<file path="src/rtl/xs3_bcd_decoder_if.sv">
// rtl/xs3_bcd_decoder_if.sv - valid/ready handshake bundle for the Excess-3 to BCD decoder
interface xs3_bcd_decoder_if #(
    parameter int DIGITS = 4
);
    logic                  in_valid;
    logic                  in_ready;
    logic [4*DIGITS-1:0]   in_xs3;
    logic                  out_valid;
    logic                  out_ready;
    logic [4*DIGITS-1:0]   out_bcd;
    logic [DIGITS-1:0]     err_mask;

    modport master (
        output in_valid, in_xs3, out_ready,
        input  in_ready, out_valid, out_bcd, err_mask
    );

    modport slave (
        input  in_valid, in_xs3, out_ready,
        output in_ready, out_valid, out_bcd, err_mask
    );
endinterface

</file>
<file path="src/rtl/xs3_bcd_decoder.sv">
// rtl/xs3_bcd_decoder.sv - digit-serial Excess-3 to BCD decoder, LSD first, with per-digit invalid mask
module xs3_bcd_decoder #(
    parameter int DIGITS = 4
) (
    input  logic                clk,
    input  logic                rst_n,
    xs3_bcd_decoder_if.slave    bus
);
    localparam int W  = 4 * DIGITS;
    localparam int CW = (DIGITS > 1) ? $clog2(DIGITS) : 1;

    typedef enum logic [1:0] {
        IDLE = 2'd0,
        CONV = 2'd1,
        DONE = 2'd2
    } state_t;

    state_t            state, state_nxt;
    logic [CW-1:0]     cnt;
    logic [W-1:0]      sh;
    logic [W-1:0]      res;
    logic [DIGITS-1:0] err;

    logic [3:0]        code;
    logic [4:0]        sum;
    logic              bad;
    logic [3:0]        dig;
    logic              last;
    logic              accept;

    // Minus 3 as a 4-bit add of 1101; no carry-out means the code was below 3.
    assign code = sh[3:0];
    assign sum  = {1'b0, code} + 5'b01101;
    assign bad  = ~sum[4] | (code > 4'd12);
    assign dig  = bad ? 4'hF : sum[3:0];

    assign last   = (cnt == CW'(DIGITS - 1));
    assign accept = (state == IDLE) && bus.in_valid;

    always_ff @(posedge clk or negedge rst_n) begin
        if (!rst_n) begin
            state <= IDLE;
        end else begin
            state <= state_nxt;
        end
    end

    always_comb begin
        state_nxt = state;
        case (state)
            IDLE: if (bus.in_valid)  state_nxt = CONV;
            CONV: if (last)          state_nxt = DONE;
            DONE: if (bus.out_ready) state_nxt = IDLE;
            default:                 state_nxt = IDLE;
        endcase
    end

    always_ff @(posedge clk or negedge rst_n) begin
        if (!rst_n) begin
            cnt <= '0;
            sh  <= '0;
            res <= '0;
            err <= '0;
        end else if (accept) begin
            cnt <= '0;
            sh  <= bus.in_xs3;
            res <= '0;
            err <= '0;
        end else if (state == CONV) begin
            res[cnt*4 +: 4] <= dig;
            err[cnt]        <= bad;
            sh              <= sh >> 4;
            if (!last) begin
                cnt <= cnt + 1'b1;
            end
        end
    end

    assign bus.in_ready  = (state == IDLE);
    assign bus.out_valid = (state == DONE);
    assign bus.out_bcd   = res;
    assign bus.err_mask  = err;
endmodule

</file>
<file path="src/flat_wrapper.sv">
// flat-port wrapper written by rule: the top's interface ports become plain ports
module xs3_bcd_decoder_flat 
#(
    parameter int DIGITS = 4
)
  (clk, rst_n, bus_in_valid, bus_in_xs3, bus_out_ready, bus_in_ready, bus_out_valid, bus_out_bcd, bus_err_mask);
  xs3_bcd_decoder_if #(.DIGITS(DIGITS)) bus_i ();
  input  logic clk;
  input  logic rst_n;
  input wire logic [$bits(bus_i.in_valid)-1:0] bus_in_valid;
  input wire logic [$bits(bus_i.in_xs3)-1:0] bus_in_xs3;
  input wire logic [$bits(bus_i.out_ready)-1:0] bus_out_ready;
  output wire logic [$bits(bus_i.in_ready)-1:0] bus_in_ready;
  output wire logic [$bits(bus_i.out_valid)-1:0] bus_out_valid;
  output wire logic [$bits(bus_i.out_bcd)-1:0] bus_out_bcd;
  output wire logic [$bits(bus_i.err_mask)-1:0] bus_err_mask;
  assign bus_i.in_valid = bus_in_valid;
  assign bus_i.in_xs3 = bus_in_xs3;
  assign bus_i.out_ready = bus_out_ready;
  assign bus_in_ready = bus_i.in_ready;
  assign bus_out_valid = bus_i.out_valid;
  assign bus_out_bcd = bus_i.out_bcd;
  assign bus_err_mask = bus_i.err_mask;
  xs3_bcd_decoder #(.DIGITS(DIGITS)) u_core (.clk(clk), .rst_n(rst_n), .bus(bus_i));
endmodule
</file>
<file path="config.mk">
export PLATFORM = sky130hd
export DESIGN_NAME = xs3_bcd_decoder_flat
export DESIGN_NICKNAME = d
export VERILOG_FILES = /design/src/rtl/xs3_bcd_decoder_if.sv /design/src/rtl/xs3_bcd_decoder.sv /design/src/flat_wrapper.sv
export SDC_FILE = /design/constraint.sdc
export NUM_CORES = 1
export LEC_CHECK = 0
export BUFFER_PORTS_ARGS = -buffer_cell sky130_fd_sc_hd__buf_4
export CAP_MARGIN = 10
export CORE_AREA = 5 5 59 82
export DETAILED_ROUTE_END_ITERATION = 8
export DIE_AREA = 0 0 64 87
export GPL_TIMING_DRIVEN = 1
export PLACE_DENSITY_LB_ADDON = 0.1
export RECOVER_POWER = 100
export SYNTH_ARGS = -nofsm -noshare
export SYNTH_HDL_FRONTEND = slang
export SYNTH_SLANG_ARGS = --single-unit
</file>
<file path="constraint.sdc">
create_clock -name clk -period 1.5 [get_ports clk]
set_clock_uncertainty 0.1 [all_clocks]
set_input_delay 0.3 -clock clk [delete_from_list [all_inputs] [get_ports clk]]
set_output_delay 0.3 -clock clk [all_outputs]
set_load 0.1 [all_outputs]
</file>
==> insert_results.sql <==
INSERT INTO impl_metrics (metric_group, metric, value, unit) VALUES
('run_status', 'result_of_the_run', 'finished, violations left', ''),
('run_status', 'failed_checks', 'negative setup slack', ''),
('layout', 'antennaDiodeCount', '0', ''),
('logic_synthesis', 'netlist_instances', '163', ''),
('grt', 'grt_first_pass_wirelength', '7479', 'um'),
('timing', 'setup_viol', '14', ''),
('clock_tree', 'cts_buffer_count', '5', ''),
('timing', 'rsz_0062_raised_after_global_routing', 'yes', ''),
('timing', 'fmaxAchievable', '640.3', 'MHz'),
('grt', 'grt_antenna_before_repair', '0', ''),
('grt', 'grt_pass1_vias', '1607', ''),
('detailed_routing', 'detailroute.via_count', '1561', ''),
('hold_path', 'min_path_type', 'input port to register', ''),
('detailed_routing', 'drt-total-wl', '4734', 'um'),
('grt', 'grt-ovfl-total', '0', ''),
('logic_synthesis', 'synthesized_net_count', '189', ''),
('layout', 'finish.net_count', '268', ''),
('timing', 'report.final.slew_viol_count', '0', ''),
('die', 'core_area', '0.004099', 'mm2'),
('layout', 'post_layout_instance_count_excluding_filler_cells', '288', ''),
('timing', 'slew-limit-headroom', '64.09', '%'),
('worst_setup_path', 'regToRegSetupSlack', '-0.06', 'ns'),
('placed_design', 'gp_congestion', '0.7766', ''),
('worst_setup_path', 'worstReg2RegStart', 'u_core.sh[1]', ''),
('die', 'floorplan.io_pins', '42', ''),
('detailed_routing', 'avgRoutedWirePerCell', '16.44', 'um'),
('worst_setup_path', 'crit-reg2reg-capture', 'u_core.bus.err_mask[3]', ''),
('layout', 'post_route_cells_drive_above_1_share', '53.50', '%'),
('hold_path', 'timing.hold.worst.start', 'bus_in_xs3[12]', ''),
('run', 'maxCapViolations', '0', ''),
('timing', 'worst_pin_slew', '0.5387', 'ns'),
('worst_setup_path', 'timing.critical_path.to_type', 'register', ''),
('timing', 'finalWorstSetupSlack', '-0.06165', 'ns'),
('timing', 'finalHoldViolCount', '0', ''),
('die', 'initial_core_util', '43.90', '%'),
('hold_path', 'min_path_cells', '3', ''),
('die', 'die_area', '0.005568', 'mm2'),
('logic_synthesis', 'synth_area_per_cell', '11.04', 'um2'),
('hold_path', 'min_delay_worst_endpoint', 'u_core.sh[12]', ''),
('layout', 'utilization', '68.86', '%'),
('grt', 'pin_count_of_the_biggest_net_entering_global_routing', '41', ''),
('logic_synthesis', 'synth.ff_latch_count', '40', ''),
('layout', 'layout_common_cells', 'buf_4 (69), dfrtp_1 (37), nand2_1 (20), nand3_1 (14), a22oi_1 (10)', ''),
('clock_tree', 'number_of_levels_the_h_tree_was_split_into', '2', ''),
('grt', 'gr-usage-all-layers', '17.10', '%'),
('detailed_routing', 'first_iter_violations', '57', ''),
('timing', 'min_period_over_period', '104.1', '%'),
('logic_synthesis', 'synth_warnings', '0', ''),
('worst_setup_path', 'critical_path.cell_chain', 'inv_2 -> ha_4 -> and3b_2 -> or2_4 -> a32o_1', ''),
('worst_setup_path', 'timing.critical_path.slowest_stage_cell', 'dfrtp_1', ''),
('logic_synthesis', 'netlist_area', '0.001799', 'mm2'),
('logic_synthesis', 'share_of_the_yosys_chip_area_belonging_to_registers', '55.63', '%'),
('timing', 'final_period_minus_worst_setup_slack', '1.562', 'ns'),
('die', 'floorplan.rows', '28', ''),
('worst_setup_path', 'worst-endpoint-required', '1.58', 'ns'),
('layout', 'flow.area_growth_from_synthesis', '56.88', '%'),
('detailed_routing', 'antenna_violating_nets_post_route', '0', ''),
('clock_tree', 'cts_tree', 'yes', ''),
('detailed_routing', 'routed_via_density', '5.420', ''),
('worst_setup_path', 'crit_fanout', '4', ''),
('worst_setup_path', 'max_stage_delay', '0.40', 'ns'),
('clock_tree', 'clockBufferDepth', '2', ''),
('placed_design', 'pre_cts_slack', '-0.1508', 'ns'),
('detailed_routing', 'remaining_drc_errors', '0', ''),
('clock_tree', 'clock-root-buffer', 'clkbuf_8', ''),
('detailed_routing', 'first_pass_iters', '4', ''),
('placed_design', 'hpwlAfterDp', '3212', 'um'),
('worst_setup_path', 'start_kind', 'register', ''),
('clock_tree', 'clkSinkCount', '40', ''),
('logic_synthesis', 'synth_cell_types', '30', ''),
('placed_design', 'port-buffer-count', '41', ''),
('die', 'die_x', '64', 'um'),
('worst_setup_path', 'startpoint', 'u_core.sh[1]', ''),
('worst_setup_path', 'criticalPathCategory', 'register to register', ''),
('layout', 'layout.cells.most_common', 'buf_4', ''),
('placed_design', 'placedCellCount', '265', ''),
('die', 'die_height', '87', 'um'),
('worst_setup_path', 'critical_path_arrival', '1.64', 'ns'),
('clock_tree', 'clk_pin_slew_worst_setup_hold_paths', '0.08', 'ns'),
('worst_setup_path', 'worstRegToRegCells', '5', ''),
('clock_tree', 'clkLatencyLatePin', '0.28', 'ns');
==> how the worst max path moves through the flow <==
stage | to | slack [ns] | cells past startpoint
floorplan | u_core.sh[0] | -0.04 | 4
global placement | u_core.bus.out_bcd[9] | -0.11 | 5
detailed placement | u_core.bus.out_bcd[9] | -0.15 | 5
CTS | u_core.sh[0] | -0.05 | 5
global route | u_core.bus.err_mask[3] | -0.12 | 5
finish | u_core.bus.err_mask[3] | -0.06 | 5
==> per-layer routing <==
layer	track usage [%]	wire length [um]	part of all wire, %	vias up
li1	-	-	-	758
met4	3.970	43	0.91	0
met5	0	0	0	-
met2	32.85	2623	55	33
met1	18.31	1857	39	765
met3	4.264	209	4.4	5
==> kinds of logic after synthesis <==
| family | after synthesis | share of synthesized area, % |
|---|---|---|
| buffers and inverters | 14 | 3.616 |
| and+or+nand+nor | 58 | 16.90 |
| xor gates and xnor gates | 1 | 0.4869 |
| adders and majority gates | 6 | 4.172 |
| DFF | 40 | 55.63 |
| AOI/OAI and AO/OA | 44 | 19.19 |
==> cell usage after synthesis (all sizes together) <==
master   instances  area share [%]
a21o             1            0.42
o21ai            3            0.83
dfrtp           40              56
a311oi           1            0.49
a32o             4             2.2
nand3           16             4.5
nand2           20             4.2
and4bb           1            0.70
nor2b            3             1.0
nor3b            2             1.1
ha               6             4.2
or2              1            0.35
nor3             5             1.4
nand3b           1            0.42
a221o            2             1.1
inv              5             1.0
or4              1            0.63
buf              5             1.7
a22o             1            0.49
or3b             1            0.49
nor2             3            0.63
clkbuf           4            0.83
a21oi            6             1.7
a22oi           10             4.2
and3b            1            0.49
nand2b           3             1.0
o2bb2ai         16             7.8
xnor2            1            0.49
==> metrics by stage <==
stage / instance area, um2 / setup TNS, ns / hold slack (ns)
5_1_grt: 2823 / -1.630 / 0.1026
3_3_place_gp: 2351 / -0.7323 / 0.1973
4_1_cts: 2619 / -0.4311 / 0.09415
3_5_place_dp: 2351 / -1.319 / 0.2047
2_1_floorplan: 1858 / -0.09076 / -0.09559
6_report: 2823 / -0.4044 / 0.1027
==> area by class of cell <==
class                           instances  area, um2
Inverter                                5      18.77
Clock inverter                          1      30.03
Clock buffer                            7      96.34
Multi-Input combinational cell        110      962.2
Timing Repair Buffer                   80      654.4
Sequential cell                        40       1005
Tap cell                               45      56.30
Fill cell                             311       1276
==> critical path: cells and delay by family, from the launching register on <==
family / cells / cell delay, ns
and+or+nand+nor: 2 / 0.48
DFF: 1 / 0.40
AOI/OAI and AO/OA: 1 / 0.25
adders and majority gates: 1 / 0.13
buffers and inverters: 1 / 0.09
==> sequential cells by signal, indices dropped and copies added (netlist names) <==
register             cells
u_core.bus.out_bcd      16
u_core.sh               16
u_core.state             2
u_core.cnt               2
u_core.bus.err_mask      4
==> timing repair <==
action / CTS / global route
buffers inserted: 6 / 7
pin swaps: 1 / 7
cloned: 0 / 2
resized for setup: 19 / 28
hold buffers: 1 / 0
endpoints found under the setup margin: 18 / 33
endpoints found under the hold margin: 40 / 0
Power is left out: the tool's default activity adds up to more than one toggle a clock period on the data nets, which glitch-free logic cannot reach.
